$ cat src/rtl/sensor_request.sv
// sensor_request: vehicle-detector front end for the intersection controller.
// Three independent channels (0 = Norton Norte, 1 = Norton Sur, 2 = Thevenin).
// Each channel synchronizes its raw loop input and debounces it. It then latches
// a request that holds until the approach's light is sampled green.
module sensor_request #(
  parameter int DEBOUNCE_TICKS = 500
) (
  input  logic       clk,
  input  logic       reset,
  input  logic       loop_NN,
  input  logic       loop_NS,
  input  logic       loop_TH,
  input  logic [1:0] Semaforo_NN,
  input  logic [1:0] Semaforo_NS,
  input  logic [1:0] Semaforo_TH,
  output logic       SNN,
  output logic       SNS,
  output logic       STH
);

  localparam logic [1:0] IDLE    = 2'd0;
  localparam logic [1:0] QUALIFY = 2'd1;
  localparam logic [1:0] PENDING = 2'd2;
  localparam logic [1:0] SERVED  = 2'd3;

  localparam logic [1:0]  GREEN    = 2'b10;
  // Last qualify count before a request is raised. DEBOUNCE_TICKS <= 65535 keeps this within 16 bits.
  localparam logic [15:0] CNT_LAST = 16'(DEBOUNCE_TICKS - 1);

  logic [2:0] loop_vec;
  logic [1:0] light_vec [3];
  logic [2:0] req_vec;

  assign loop_vec     = {loop_TH, loop_NS, loop_NN};
  assign light_vec[0] = Semaforo_NN;
  assign light_vec[1] = Semaforo_NS;
  assign light_vec[2] = Semaforo_TH;

  generate
    for (genvar gi = 0; gi < 3; gi++) begin : gen_ch
      logic        s1_reg;
      logic        s2_reg;
      logic [1:0]  state_reg;
      logic [1:0]  state_next;
      logic [15:0] cnt_reg;
      logic [15:0] cnt_next;
      logic        is_green;

      // Light codes come from the same clock domain, so they are used directly.
      assign is_green = (light_vec[gi] == GREEN);

      // Two-flop synchronizer for the asynchronous loop detector.
      always_ff @(posedge clk or negedge reset) begin
        if (!reset) begin
          s1_reg <= 1'b0;
          s2_reg <= 1'b0;
        end else begin
          s1_reg <= loop_vec[gi];
          s2_reg <= s1_reg;
        end
      end

      // Next-state logic. Green is checked first and overrides every other transition.
      always_comb begin
        state_next = state_reg;
        cnt_next   = cnt_reg;
        if (is_green) begin
          state_next = SERVED;
          cnt_next   = 16'd0;
        end else begin
          case (state_reg)
            IDLE: begin
              if (s2_reg) begin
                state_next = QUALIFY;
                cnt_next   = 16'd1;
              end
            end
            QUALIFY: begin
              if (!s2_reg) begin
                state_next = IDLE;
                cnt_next   = 16'd0;
              end else if (cnt_reg == CNT_LAST) begin
                state_next = PENDING;
              end else begin
                cnt_next = cnt_reg + 16'd1;
              end
            end
            PENDING: begin
              // A vehicle leaving does not withdraw the request. Only green clears it.
              state_next = PENDING;
            end
            default: begin
              // SERVED: re-qualify from scratch once green ends.
              state_next = IDLE;
            end
          endcase
        end
      end

      // State and qualify counter registers.
      always_ff @(posedge clk or negedge reset) begin
        if (!reset) begin
          state_reg <= IDLE;
          cnt_reg   <= 16'd0;
        end else begin
          state_reg <= state_next;
          cnt_reg   <= cnt_next;
        end
      end

      // The request is decoded from the state register. It is high only in PENDING.
      assign req_vec[gi] = (state_reg == PENDING);
    end
  endgenerate

  assign SNN = req_vec[0];
  assign SNS = req_vec[1];
  assign STH = req_vec[2];

endmodule

$ cat config.mk
export PLATFORM = sky130hd
export DESIGN_NAME = sensor_request
export DESIGN_NICKNAME = d
export VERILOG_FILES = /design/src/rtl/sensor_request.sv
export SDC_FILE = /design/constraint.sdc
export NUM_CORES = 1
export LEC_CHECK = 0
export ABC_AREA = 1
export CAP_MARGIN = 25
export CELL_PAD_IN_SITES_DETAIL_PLACEMENT = 0
export CELL_PAD_IN_SITES_GLOBAL_PLACEMENT = 2
export CORE_ASPECT_RATIO = 0.8
export CORE_MARGIN = 3
export CORE_UTILIZATION = 30
export CTS_CLUSTER_SIZE = 24
export DETAILED_ROUTE_END_ITERATION = 16
export PLACE_DENSITY_LB_ADDON = 0.1
export REMOVE_ABC_BUFFERS = 1
export SLEW_MARGIN = 20
export SYNTH_ARGS = -nofsm -noshare
export SYNTH_HDL_FRONTEND = slang
export SYNTH_SLANG_ARGS = --single-unit
$ cat constraint.sdc
create_clock -name clk -period 2.1 [get_ports clk]
set_clock_uncertainty 0.2 [all_clocks]
set_input_delay 0.42 -clock clk [delete_from_list [all_inputs] [get_ports clk]]
set_output_delay 0.42 -clock clk [all_outputs]
set_load 0.02 [all_outputs]
# [Word-level counts from Yosys, hierarchy flattened]
# Index checks and enable logic that the tools add are counted.
[word_totals] romBits=0 ramBits=0 output_inout_bits=3 reg_bits=60 latch_bits=0 mem_count=0 wordCells=78 in_bits=11
[classes] shifts=0 magnitude_cmp=0 n_bitwise=0 multipliers=0 mux=30 reduce_logical=12 div=0 add_sub_neg=3 eq_ne=21
[op_table] cell="2-to-1 mux 16 bit" count=12
[op_table] cell="one-hot mux 16 bit (2 select lines)" count=3
[op_table] cell="adder 16 x 1 -> 16 bit, second input constant" count=3
[op_table] cell="== test 16 x 9 -> 1 bit, second input constant" count=3
[op_table] cell="2-to-1 mux 2 bit" count=12
[op_table] cell="inequality test 4 bit, second input constant" count=6
[op_table] cell="one-hot mux 2 bit (3 select lines)" count=3
[op_table] cell="== test 2 bit, second input constant" count=6
[op_table] cell="inequality test 3 bit, second input constant" count=3
[op_table] cell="AND reduction 3 bit" count=3
[op_table] cell="nonzero test 3 bit" count=3
[op_table] cell="== test 2 x 1 -> 1 bit, second input constant" count=3
[op_table] cell="logical NOT 2 bit" count=3
[op_table] cell="AND reduction 2 bit" count=3

# [Logic depth before layout (Yosys ltp)]
[logic_depth] depth_word=5 depth_mapped=9 depth_no_buf=9

# [Least setup slack after synthesis]
# OpenSTA, ideal clock, no wires.
[synth_path] path_type="in2reg" startpoint="input Semaforo_TH[0]" endpoint="register gen_ch[2].cnt_reg[10]" arrival_time_ns=1.259 setup_time_ns=0.065 required_time_ns=1.835 n_path_buf=1 path_stages=9 setup_slack_ns=0.576 path_cell_list="inv_1 > nand2_1 > inv_1 > nor2_2 > nand3_4 > nand2_4 > buf_8 > nand2_1 > nand2_1"
[synth_between] elab_chain_cells=3 elab_cells_between_ends=6 cone_classes="eq/ne: 3; mux: 1; reduce/logical: 2"
[synth_lines] item="from (decl)" line_no="15" rtl="input logic [1:0] Semaforo_TH,"
[synth_lines] item="== test 2 bit (*)" line_no="50" rtl="assign is_green = (light_vec[gi] == GREEN);"
[synth_lines] item="inequality test 4 bit (no line) (tied with other cells)"
[synth_lines] item="AND reduction 3 bit (no line)"
[synth_lines] item="to (signal assigned)" line_no="107" rtl="cnt_reg <= cnt_next;"
[synth_lines] item="to (decl)" line_no="45" rtl="logic [15:0] cnt_reg;"
# Mark *: on every way between the ends. The rest lies on a longest branch, timed or not.
# A chain may end at the register's enable or synchronous reset.

# [Worst setup path after layout]
[layout_path] startpoint="register gen_ch[2].state_reg[1]" endpoint="output STH"
[layout_between] elab_chain_cells=1
[layout_lines] item="from (decl)" line_no="43" rtl="logic [1:0] state_reg;"
[layout_lines] item="from (signal assigned)" line_no="106" rtl="state_reg <= state_next;"
[layout_lines] item="== test 2 bit" line_no="112" rtl="assign req_vec[gi] = (state_reg == PENDING);"
[layout_lines] item="to (decl)" line_no="18" rtl="output logic STH"
# No other way between the ends.

==> reports/qor.csv <==
metric,value,unit
seq_area_frac_synth,0.408,
vdd_ir_drop_max,0.000405,V
status,"complete, no violations",
power_frac_comb,0.236,
finalHoldViolations,0,
h-tree-depth,3,
synth_xor_xnor_area_share,0.0214,
routed_wl,9010,µm
grt_pass1_wl,16000,µm
internal_power,2.64,mW
netSwitchingFraction,0.327,
r2r-end,gen_ch[0].cnt_reg[6],
start_kind,flip-flop,
vias_per_cell,4.64,
globalplace.congestion,0.768,
end_kind,output pin,
num_rows,35,
synthSimpleGateAreaFrac,0.449,
power_density,898,nW/µm²
io_pins,14,
clockBufferDepth,2,
ant_nets,0,
core_region_area,11700,µm²
routedWlPerCell,12.7,µm
synth_edf_count,0,
die_x,130,µm
yosysWarnings,0,
worstPathRequired,1480,ps
area_growth,18.5,%
critical_path_class,flip-flop to output pin,
rr_startpoint,gen_ch[0].cnt_reg[0],
grt_overflow,0,
min_to,gen_ch[2].s2_reg,
r2r_cells,7,
ys_ff_latch,60,
initial_utilization,0.314,
power.switching,1.28,mW
route.detailed.drc,0,
cts_buffers,9,
dieArea,13600,µm²
gr-usage-all-layers,0.146,
grt_max_degree,61,
largest_reg_flops,48,
slew_headroom,0.755,
setup_viol,0,
p_leak,2.14,nW
layout_worst_path_cycle_share,0.886,
finalSetupTns,0,ps
drt-pass1-iter-count,4,
fin_util,0.372,
fillerInstances,1257,
clk_pin_slew_worst_paths,50,ps
portBuffers,13,
synth_cell_types,28,
cts_sinks,60,
ys.flop_type,dfrtp_1,
grt_antenna_before_repair,0,
seqPwrFrac,0.355,
cts-root-buf,clkbuf_16,
hold_start,gen_ch[2].s1_reg,
diodes,0,
synth_cells,530,
cp_max_fo,3,
vias,3301,
die_y,105,µm
r2r_slack,260,ps
hpwl,6460,µm
drt-initial-drc-count,189,
muxShareOfSynthArea,0,
synth_adder_area_share,0.0102,
fmax,0.537,GHz
pwr-share-clk,0.409,
netlist_area,3680,µm²
synth_compound_area_frac,0.0388,
cts_tree,done,
syn_area_per_cell,6.94,µm²
p_total,3.92,mW
synth-async-reset-ratio,1.00,
clk-insertion-delay-late,330,ps
worst_slew_pin_slew,367,ps
drv_slew,0,
maxCapViolCount,0,
synth_top_family_by_area,simple AND/OR/NAND/NOR gates,
grt_pass1_vias,3229,
rsz0062_at_grt,no,
fin_crit,1860,ps
instances_no_fill,711,
critPathArrivalTime,1240,ps
nets,572,
min_path_type,flip-flop to flip-flop,
place_inst,694,
hold_depth,0,
drive_above_1_share,0.0870,
-- metrics by stage --
step | hold WS, ps | setup WS (ps) | area, µm²
5_1_grt | 158 | 114 | 4360
6_report | 149 | 239 | 4360
2_1_floorplan | -75.6 | 442 | 3630
4_1_cts | 148 | 208 | 4360
3_3_place_gp | 132 | -5.82 | 4030
3_5_place_dp | 135 | -17.2 | 4030
-- timing repair --
item	CTS	global route
endpoints found under the setup margin	3	0
gates resized for setup	3	0
setup buffers	0	0
hold buffers	1	0
hold endpoints to repair	60	0
-- power by group through the flow --
stage	sequential [mW]	clock [mW]	combinational [mW]
final	1.39	1.60	0.927
after floorplan	1.38	0	0.612
after global placement	1.41	0	0.970
after CTS	1.39	1.66	0.950
after detailed placement	1.41	0	0.964
after global routing	1.41	1.71	1.06
-- cell usage after synthesis, drive strengths merged, types with 4 or more instances --
library cell	n	area, µm²
o21ai	6	30.0
o21bai	8	60.1
nor2	75	327
nand3	79	418
buf	6	52.5
or2	4	25.0
inv	57	214
xor2	6	52.6
dfrtp	60	1500
nand2	196	761
nand3b	4	30.0
nand4	12	75.1
-- cell usage in the layout, fill, tap and decap left out --
master and n:
nand3b_1 4, inv_1 55, xor2_1 6, nand2_4 3
nand4_1 12, nor3_1 1, nand3_4 1, inv_6 1
bufinv_16 2, dlygate4sd3_1 1, and2_1 2, buf_2 1
clkdlybuf4s50_1 9, a21oi_1 3, o21ai_0 6, buf_12 2
clkinv_2 1, nor2_4 4, ha_1 3, inv_2 2
nand3_1 76, xnor2_1 3, a21boi_0 3, dfrtp_1 60
o211ai_1 2, nor2_2 6, nor2_1 65, clkinv_4 3
dlygate4sd2_1 3, buf_4 7, o21bai_1 8, nand2_1 192
nand3_2 2, nand2_2 1, or2_2 4, clkbuf_16 9
-- cells by family after synthesis --
family | Yosys count
XOR/XNOR | 9
buffers and inverters | 63
adder cells (fa/ha/maj) | 3
AND/OR/NAND/NOR | 373
flip-flops | 60
AO/OA/AOI/OAI | 22
-- routing by layer --
metal  part of all wire  global-route usage  vias up  routed length [µm]
li1                   -                   -     1744                   -
met5                  0                   0        -                   0
met3              0.024              0.0353        8                 219
met2               0.42               0.206       32                3750
met4              0.012              0.0445        0                 104
met1               0.55               0.218     1517                4940
-- final cells by class --
class                      count  area, µm²  area share
tap                          148        185      0.0425
multi-input combinational    407       1910       0.438
clock buffer                   9        225      0.0516
timing repair buffer          23        224      0.0513
clock inverter                 7        100      0.0229
sequential                    60       1500       0.344
inverter                      57        214      0.0491
-- critical path, cell delays in order (launching register included) --
cell,delay [ps]
dfrtp_1,380
inv_1,60
nor2_1,120
dlygate4sd2_1,350
-- how the worst max path moves through the flow --
stage | cells past startpoint | end | start
6_report | 3 | STH | gen_ch[2].state_reg[1]
5_1_grt | 7 | gen_ch[0].cnt_reg[15] | gen_ch[0].cnt_reg[0]
4_1_cts | 3 | SNS | gen_ch[1].state_reg[1]
3_5_place_dp | 9 | gen_ch[2].cnt_reg[12] | Semaforo_TH[0]
3_3_place_gp | 9 | gen_ch[2].cnt_reg[7] | Semaforo_TH[0]
2_1_floorplan | 8 | gen_ch[2].cnt_reg[8] | Semaforo_TH[0]
(Power assumes the default switching activity.)
